### src/rtl/clint_timer_mh_pkg.sv
// Shared register map, write-size encodings and byte-lane helpers for clint_timer_mh.
package clint_timer_mh_pkg;

    localparam logic [15:0] MSIP_BASE     = 16'h0000;
    localparam logic [15:0] MTIMECMP_BASE = 16'h4000;
    localparam logic [15:0] CTRL_ADDR     = 16'hBFF0;
    localparam logic [15:0] MTIME_LO      = 16'hBFF8;
    localparam logic [15:0] MTIME_HI      = 16'hBFFC;

    localparam int CTRL_RUN_BIT = 31;

    typedef enum logic [1:0] {
        WE_BYTE = 2'b00,
        WE_HALF = 2'b01,
        WE_WORD = 2'b10
    } we_size_e;

    // Bit mask of the byte lanes touched by a write of the given size at the given offset.
    function automatic logic [31:0] lane_mask(input logic [1:0] size, input logic [1:0] offs);
        logic [3:0]  lanes;
        logic [31:0] mask;
        case (we_size_e'(size))
            WE_BYTE: lanes = 4'b0001 << offs;
            WE_HALF: lanes = offs[1] ? 4'b1100 : 4'b0011;
            default: lanes = 4'b1111;
        endcase
        for (int i = 0; i < 4; i++) begin
            mask[i*8 +: 8] = {8{lanes[i]}};
        end
        return mask;
    endfunction

    function automatic logic [31:0] merge_lanes(input logic [31:0] old_val,
                                                input logic [31:0] new_val,
                                                input logic [31:0] mask);
        return (old_val & ~mask) | (new_val & mask);
    endfunction

    function automatic logic [15:0] msip_addr(input int h);
        return MSIP_BASE + 16'(4 * h);
    endfunction

    function automatic logic [15:0] cmp_addr(input int h, input logic hi);
        return MTIMECMP_BASE + 16'(8 * h) + (hi ? 16'd4 : 16'd0);
    endfunction

endpackage

### src/rtl/clint_timer_mh_mtime.sv
// Free-running 64-bit mtime with prescaler, run gate and bus write override.
// CLINT_MTIME_SNAPSHOT_EN adds a high-word snapshot taken when the low word is read.
module clint_timer_mh_mtime #(
    parameter int PRESCALE_W = 16
) (
    input  logic                  clk,
    input  logic                  rst_n,
    input  logic                  ctrl_we,
    input  logic                  run_wdata,
    input  logic [PRESCALE_W-1:0] div_wdata,
    input  logic                  lo_we,
    input  logic                  hi_we,
    input  logic [31:0]           lo_wdata,
    input  logic [31:0]           hi_wdata,
    input  logic                  snap_rd,
    output logic [63:0]           mtime,
    output logic                  run,
    output logic [PRESCALE_W-1:0] div,
    output logic [31:0]           mtime_hi_rd
);
    localparam logic [PRESCALE_W-1:0] PCNT_ONE = 1;

    logic [PRESCALE_W-1:0] pcnt;
    logic                  tick;

    assign tick = run && (pcnt == div);

    // A bus write to mtime beats a same-cycle tick; any CTRL or mtime write restarts the prescaler.
    always_ff @(posedge clk or negedge rst_n) begin
        if (!rst_n) begin
            mtime <= '0;
            pcnt  <= '0;
            run   <= 1'b1;
            div   <= '0;
        end else begin
            if (run) begin
                pcnt <= tick ? '0 : pcnt + PCNT_ONE;
            end
            if (ctrl_we) begin
                run <= run_wdata;
                div <= div_wdata;
            end
            if (ctrl_we || lo_we || hi_we) begin
                pcnt <= '0;
            end
            if (lo_we || hi_we) begin
                if (lo_we) mtime[31:0]  <= lo_wdata;
                if (hi_we) mtime[63:32] <= hi_wdata;
            end else if (tick) begin
                mtime <= mtime + 64'd1;
            end
        end
    end

`ifdef CLINT_MTIME_SNAPSHOT_EN
    logic [31:0] snap_hi;

    always_ff @(posedge clk or negedge rst_n) begin
        if (!rst_n) begin
            snap_hi <= '0;
        end else if (hi_we) begin
            snap_hi <= hi_wdata;
        end else if (lo_we || snap_rd) begin
            snap_hi <= mtime[63:32];
        end
    end

    assign mtime_hi_rd = snap_hi;
`else
    logic unused_snap_rd;

    assign unused_snap_rd = snap_rd;
    assign mtime_hi_rd    = mtime[63:32];
`endif

endmodule

### src/rtl/clint_timer_mh.sv
// Multi-hart CLINT-style timer: decode, per-hart msip/mtimecmp, compare and read mux.
// Define CLINT_MTIME_SNAPSHOT_EN for a tear-free 64-bit mtime read via a high-word snapshot.
module clint_timer_mh
    import clint_timer_mh_pkg::*;
#(
    parameter int NHART      = 1,
    parameter int PRESCALE_W = 16
) (
    input  logic             clk,
    input  logic             rst_n,
    input  logic             sel,
    input  logic [15:0]      addr,
    input  logic [2:0]       we,
    input  logic [31:0]      wdata,
    output logic [31:0]      rdata,
    output logic [63:0]      mtime_o,
    output logic [NHART-1:0] mtip,
    output logic [NHART-1:0] msip_irq
);
    logic [15:0]           word_addr;
    logic                  wr;
    logic                  rd;
    logic [31:0]           wmask;
    logic                  run;
    logic [PRESCALE_W-1:0] div;
    logic [63:0]           mtime;
    logic [31:0]           mtime_hi_rd;
    logic [31:0]           ctrl_rd;
    logic [31:0]           ctrl_new;
    logic                  unused_ctrl_bits;
    logic [31:0]           rdata_mux;

    logic [63:0] mtimecmp   [NHART];
    logic        msip_q     [NHART];
    logic        mtip_q     [NHART];
    logic        msip_irq_q [NHART];

    assign word_addr = {addr[15:2], 2'b00};
    assign wr        = sel & we[2];
    assign rd        = sel & ~we[2];
    assign wmask     = lane_mask(we[1:0], addr[1:0]);

    assign ctrl_rd          = {run, {(31-PRESCALE_W){1'b0}}, div};
    assign ctrl_new         = merge_lanes(ctrl_rd, wdata, wmask);
    assign unused_ctrl_bits = ^ctrl_new[30:PRESCALE_W];

    clint_timer_mh_mtime #(.PRESCALE_W(PRESCALE_W)) u_mtime (
        .clk         (clk),
        .rst_n       (rst_n),
        .ctrl_we     (wr && (word_addr == CTRL_ADDR)),
        .run_wdata   (ctrl_new[CTRL_RUN_BIT]),
        .div_wdata   (ctrl_new[PRESCALE_W-1:0]),
        .lo_we       (wr && (word_addr == MTIME_LO)),
        .hi_we       (wr && (word_addr == MTIME_HI)),
        .lo_wdata    (merge_lanes(mtime[31:0], wdata, wmask)),
        .hi_wdata    (merge_lanes(mtime[63:32], wdata, wmask)),
        .snap_rd     (rd && (word_addr == MTIME_LO)),
        .mtime       (mtime),
        .run         (run),
        .div         (div),
        .mtime_hi_rd (mtime_hi_rd)
    );

    assign mtime_o = mtime;

    for (genvar h = 0; h < NHART; h++) begin : g_hart
        // Interrupt lines are registered views of the compare result and of msip.
        always_ff @(posedge clk or negedge rst_n) begin
            if (!rst_n) begin
                msip_q[h]     <= 1'b0;
                mtimecmp[h]   <= '1;
                mtip_q[h]     <= 1'b0;
                msip_irq_q[h] <= 1'b0;
            end else begin
                mtip_q[h]     <= (mtime >= mtimecmp[h]);
                msip_irq_q[h] <= msip_q[h];
                if (wr && (word_addr == msip_addr(h)) && wmask[0]) begin
                    msip_q[h] <= wdata[0];
                end
                if (wr && (word_addr == cmp_addr(h, 1'b0))) begin
                    mtimecmp[h][31:0] <= merge_lanes(mtimecmp[h][31:0], wdata, wmask);
                end
                if (wr && (word_addr == cmp_addr(h, 1'b1))) begin
                    mtimecmp[h][63:32] <= merge_lanes(mtimecmp[h][63:32], wdata, wmask);
                end
            end
        end

        assign mtip[h]     = mtip_q[h];
        assign msip_irq[h] = msip_irq_q[h];
    end

    // Unmapped addresses, including harts beyond NHART, contribute nothing to the OR-mux.
    always_comb begin
        rdata_mux = '0;
        for (int h = 0; h < NHART; h++) begin
            if (word_addr == msip_addr(h))       rdata_mux = rdata_mux | {31'b0, msip_q[h]};
            if (word_addr == cmp_addr(h, 1'b0))  rdata_mux = rdata_mux | mtimecmp[h][31:0];
            if (word_addr == cmp_addr(h, 1'b1))  rdata_mux = rdata_mux | mtimecmp[h][63:32];
        end
        if (word_addr == CTRL_ADDR) rdata_mux = rdata_mux | ctrl_rd;
        if (word_addr == MTIME_LO)  rdata_mux = rdata_mux | mtime[31:0];
        if (word_addr == MTIME_HI)  rdata_mux = rdata_mux | mtime_hi_rd;
    end

    assign rdata = (sel && rst_n) ? rdata_mux : 32'h0;

endmodule

### config.mk
export PLATFORM = sky130hd
export DESIGN_NAME = clint_timer_mh
export DESIGN_NICKNAME = d
export VERILOG_FILES = /design/src/rtl/clint_timer_mh_pkg.sv /design/src/rtl/clint_timer_mh_mtime.sv /design/src/rtl/clint_timer_mh.sv
export SDC_FILE = /design/constraint.sdc
export NUM_CORES = 1
export LEC_CHECK = 0
export ABC_AREA = 1
export CAP_MARGIN = 20
export CORE_ASPECT_RATIO = 0.6
export CORE_MARGIN = 8
export CORE_UTILIZATION = 27
export DETAILED_ROUTE_END_ITERATION = 16
export SLEW_MARGIN = 20
export SYNTH_ARGS = -nofsm -noshare
export SYNTH_HDL_FRONTEND = slang
export SYNTH_HIERARCHICAL = 1
export SYNTH_SLANG_ARGS = --single-unit
### constraint.sdc
create_clock -name clk -period 2.6 [get_ports clk]
set_input_delay 0.78 -clock clk [delete_from_list [all_inputs] [get_ports clk]]
set_output_delay 0.78 -clock clk [all_outputs]
set_load 0.02 [all_outputs]
# --- After elaboration in Yosys (flattened, before gate mapping) ---
# Cells that the tools add are included.
totals:
  reg_bits: 164
  out_inout_bits: 98
  elab_cells: 75
op_classes:
  n_eq_ne: 9
  addsub: 2
  reduce_logical: 18
  n_mux: 16
  n_bitwise: 18
  shifts: 1
  magnitude_cmp: 1
ops:
  columns: ["op", "count"]
  rows:
  - ["32-bit OR", 10]
  - ["32-bit 2-to-1 mux", 8]
  - ["32-bit AND", 6]
  - ["64-bit 2-to-1 mux", 2]
  - ["64-bit by 1-bit adder with 64-bit output (second input constant)", 1]
  - ["64-bit >= comparator", 1]
  - ["16-bit 2-to-1 mux", 3]
  - ["14-bit == test (second input constant)", 3]
  - ["32-bit NOT", 1]
  - ["14-bit by 13-bit == test with 1-bit output (second input constant)", 2]
  - ["16-bit by 1-bit adder with 16-bit output (second input constant)", 1]
  - ["16-bit == test", 1]
  - ["16-bit logical NOT", 1]
  - ["1-bit logical AND", 9]
  - ["4-bit case mux with 2 select lines", 1]
  - ["4-bit 2-to-1 mux", 1]
  - ["2-bit by 1-bit != test with 1-bit output (second input constant)", 2]
  - ["2-bit AND reduction", 2]
  - ["2-bit nonzero test", 2]
  - ["1-bit by 2-bit << shifter with 4-bit output (first input constant)", 1]
  - ["1-bit logical OR", 3]
  - ["2-bit by 1-bit == test with 1-bit output (second input constant)", 1]
  - ["2-bit logical NOT", 1]
  - ["1-bit AND", 1]
  - ["1-bit 2-to-1 mux", 1]

# --- Depth between registers and ports, before layout ---
# Gate-level depths: netlist (run 1).
depth:
  word_depth: 13
  ltp_mapped: 16
  ltp_nobuf: 15

# --- Hierarchy ---
# The synthesis (run 1) kept the hierarchy.
by_module_without_submodules:
  columns: ["mod", "seq_area_each_um2", "instances", "area_each_um2", "cells_per_inst"]
  rows:
  - ["clint_timer_mh_mtime", 2428.6, 1, 7633.6, 1237]
  - ["clint_timer_mh", 1756.7, 1, 6638.9, 1034]

# --- Worst setup path before layout (run 1) ---
# Ideal clock, no wire load.
synth_path:
  path_type: "input to output"
  startpoint: "input port addr[4]"
  endpoint: "output port rdata[22]"
  stages: 8
  slack_ns: -0.304
  t_arrival_ns: 2.124
  cell_sequence: "or2_4 > nor3_4 > nand2_2 > buf_2 > buf_6 > o21ai_1 > nor2_1 > nor2_1"
synth_via:
  elab_chain_len: 11
  word_cells_on_any_way: 15
synth_rtl:
  columns: ["element", "line_no", "text"]
  rows:
  - ["from (decl)", "clint_timer_mh.sv:12", "input logic [15:0] addr,"]
  - ["14-bit by 13-bit == test with 1-bit output", "clint_timer_mh.sv:98", "if (word_addr == cmp_addr(h, 1'b0)) rdata_mux = rdata_mux | mtimecmp[h][31:0];"]
  - ["32-bit 2-to-1 mux", "clint_timer_mh.sv:98", null]
  - ["32-bit OR", "clint_timer_mh.sv:99", "if (word_addr == cmp_addr(h, 1'b1)) rdata_mux = rdata_mux | mtimecmp[h][63:32];"]
  - ["32-bit 2-to-1 mux", "clint_timer_mh.sv:99", null]
  - ["32-bit OR", "clint_timer_mh.sv:101", "if (word_addr == CTRL_ADDR) rdata_mux = rdata_mux | ctrl_rd;"]
  - ["32-bit 2-to-1 mux", "clint_timer_mh.sv:101", null]
  - ["32-bit OR", "clint_timer_mh.sv:102", "if (word_addr == MTIME_LO) rdata_mux = rdata_mux | mtime[31:0];"]
  - ["32-bit 2-to-1 mux", "clint_timer_mh.sv:102", null]
  - ["32-bit OR", "clint_timer_mh.sv:103", "if (word_addr == MTIME_HI) rdata_mux = rdata_mux | mtime_hi_rd;"]
  - ["32-bit 2-to-1 mux (*)", "clint_timer_mh.sv:103", null]
  - ["32-bit 2-to-1 mux (*)", "clint_timer_mh.sv:106", "assign rdata = (sel && rst_n) ? rdata_mux : 32'h0;"]
  - ["to (decl)", "clint_timer_mh.sv:15", "output logic [31:0] rdata,"]
# Mark *: on every way between the ends. The rest lies on a longest branch, timed or not.

# --- Final worst setup path (run 1) ---
layout_path:
  startpoint: "input port addr[5]"
  endpoint: "output port rdata[7]"
# The elaborated chain is that of the path after synthesis.

==> summary.md, run 1 <==
| Metric | Value |
|---|---|
| DRT Pass-1 Iters | `8` |
| Worst-case clock buffer depth | `2` |
| RSZ-0062 raised after global routing | `true` |
| Starting Density | `0.272` |
| Pins over their slew limit | `0` |
| Layout Cells excl Fill | `roughly 3300` |
| Clock slew at reported path FFs | `~70 ps` |
| CTS sink count | `about 160` |
| R2R cell count | `12` |
| Achievable Freq | `between 0.3 and 0.4 GHz` |
| Critical path endpoint | `rdata[7]` |
| Via density | `5.11` |
| Syn_area_per_cell | `6.29 µm²` |
| WL/cell | `21.3 µm` |
| Syn. warnings | `6` |
| CP dominant cell by count | `nand3_1` |
| Initial antenna violation count | `2` |
| Power per standard cell area | `around 320 nW/µm²` |
| Mapped cell area | `approximately 14000 µm²` |
| CP max FO | `14` |
| Number of port buffers | `151` |
| Slew Limit Headroom | `0.441` |
| Final HPWL DP | `around 54000 µm` |
| Inst Count DP | `around 3200` |
| Largest net degree at the start of global routing | `61` |
| RePlAce Congestion | `a little over 1` |
| Worst-skew pair later-pin latency | `around 460 ps` |
| Final Cell Area | `approximately 19000 µm²` |
| Critical Path, Cell by Cell | `buf_2 > or2_4 > nor3_4 > buf_6 > buf_12 > nand3_1 > nand3_1 > nor2_1 > nor2_2 > buf_4` |
| Vias in the first global route | `between 15000 and 20000` |
| Pre-CTS WS | `-1330 ps` |
| Fin crit period | `slightly above 3000 ps` |
| CTS tree | `built` |
| Worst setup EP type | `primary output` |
| Fillers | `5675` |
| CORE AREA | `52400 µm²` |
| Total grt overflow | `0` |
| Stages on the worst setup path | `10` |
| Iter 0 DRT Violations | `roughly 2200` |
| CTS root buf | `clkbuf_16` |
| Drt total wl | `around 70000 µm` |
| Worst-margin pin slew | `approximately 840 ps` |
| DRC | `0` |
| Die area | `60700 µm²` |
| Die Ht | `about 190 µm` |
| Post-Synthesis Cells | `between 2000 and 2500` |
| CTS Buf Count | `17` |
| CP Buf/Inv Count | `4` |
| Hold crit path type | `flip-flop to flip-flop` |
| Status | `finished with violations` |
| Die Wd | `between 300 and 400 µm` |
| Hold Vio Cnt, Final | `0` |
| Max VDD drop | `0.325 mV` |
| Placed Area | `17900 µm²` |
| Crit-path max cell delay | `~270 ps` |
| Pleak | `about 0.0090 µW` |
| CP Data Required Time | `1820 ps` |
| FP Rows | `between 60 and 70` |
| Critical path origin | `addr[5]` |
| CP top delay family | `simple AND/OR/NAND/NOR gates` |
| Boundary pin count | `approximately 150` |
| R2R Path End | `u_mtime/mtime[60]` |
| Worst Path Arrival | `between 2000 and 2500 ps` |
| Post-Route Utilization | `0.370` |
| Setup ws final | `-491 ps` |
| Endpoints failing setup | `32` |
| Area grow syn2layout | `35.9%` |
| Worst clock skew | `between 15 and 20 ps` |
| Reg-to-reg setup timing slack | `around 200 ps` |
| Violated checks | `setup timing` |
| # nets final | `roughly 2700` |
| Antenna Violating Nets Remaining | `0` |
| Vias | `16661` |
| Max Cap Viol | `0` |
| Hold WS | `~400 ps` |
| Worst r2r src | `u_mtime/mtime[1]` |
| GRT Overall Usage | `0.221` |
| Global-route wire length before repair | `approximately 100000 µm` |
| Htree depth | `4` |
| Net Count, Synth | `2390` |
| Fin crit share | `1.19` |
| Layout cells sized above 1 | `0.229` |
| Crit Path Category | `input pin to primary output` |
| CP Launch Type | `input pin` |
| Crit-path slowest cell | `or2_4` |
## where the power goes
| group | internal (µW) | leakage, µW | switching [µW] |
|---|---|---|---|
| sequential | 2560 | 0.00179 | 6.21 |
| clock | 1860 | 0.000326 | 1200 |
| combinational | 186 | 0.00688 | 327 |
| total | 4600 | 0.00900 | 1530 |
## layer usage
metal,track usage,routed length [µm],up-vias
met2,0.286,25700,1018
met1,0.337,32700,7748
met5,0,13,-
met3,0.0915,10200,67
li1,-,-,7826
met4,0.0329,890,2
## what timing repair did
action | in CTS | in global routing
gates cloned | 5 | 0
hold buffers | 0 | 0
setup buffers | 18 | 0
gates resized for setup | 351 | 74
setup endpoints to repair | 121 | 82
pin swaps | 50 | 27
## cell usage in the layout, fill, tap and decap left out, types with 8 or more instances in the layout
master,n
a21oi_1,33
buf_12,28
buf_4,168
buf_6,50
clkbuf_16,17
clkdlybuf4s50_1,103
dfrtp_1,96
dfstp_2,65
ha_1,66
inv_1,234
inv_2,23
nand2_1,763
nand2_2,34
nand2_4,13
nand3_1,218
nand3_2,18
nand3b_1,8
nand4_1,43
nor2_1,183
nor2_2,53
nor2_4,11
nor3_1,18
o21ai_0,79
o21ai_1,67
o21ai_2,46
o21bai_1,15
o22ai_1,8
o31ai_1,12
xor2_1,12
## layout make-up
| cell class | count | area (µm²) | share of cell area |
|---|---|---|---|
| multi-input combinational | 1737 | 9010 | 0.465 |
| clock buffer | 20 | 457 | 0.0236 |
| antenna | 1 | 2.50 | 0.000129 |
| timing repair buffer | 365 | 3640 | 0.188 |
| sequential | 164 | 4190 | 0.216 |
| clock inverter | 12 | 226 | 0.0117 |
| tap | 703 | 880 | 0.0454 |
| inverter | 261 | 982 | 0.0507 |
## worst min-delay path by stage
stage | startpoint | to | slack [ps] | cells past startpoint
after floorplan | msip_q | msip_irq | 350 | 0
after CTS | msip_q | msip_irq | 390 | 0
after global routing | msip_q | msip_irq | 410 | 0
after detailed placement | msip_q | msip_irq | 370 | 0
after global placement | msip_q | msip_irq | 370 | 0
final | msip_q | msip_irq | 400 | 0
## through the flow
| step | TNS, ps | power, µW |
|---|---|---|
| after floorplan | -3720 | 2790 |
| after global placement | -124530 | 3100 |
| after detailed placement | -127130 | 3100 |
| after CTS | -12520 | 6160 |
| after global routing | -16130 | 6310 |
| final | -13250 | 6140 |
Power figures use the tool's default switching activity.
==> run 2, diff against run 1 <==
--- a/config.mk
+++ b/config.mk
@@ -10,6 +10,7 @@
 export CORE_ASPECT_RATIO = 0.6
 export CORE_MARGIN = 8
 export CORE_UTILIZATION = 27
+export CTS_CLUSTER_DIAMETER = 80
 export DETAILED_ROUTE_END_ITERATION = 16
 export SLEW_MARGIN = 20
 export SYNTH_ARGS = -nofsm -noshare
==> results of run 2 <==
Final layout, timing and power as in run 1 (identical DEF).
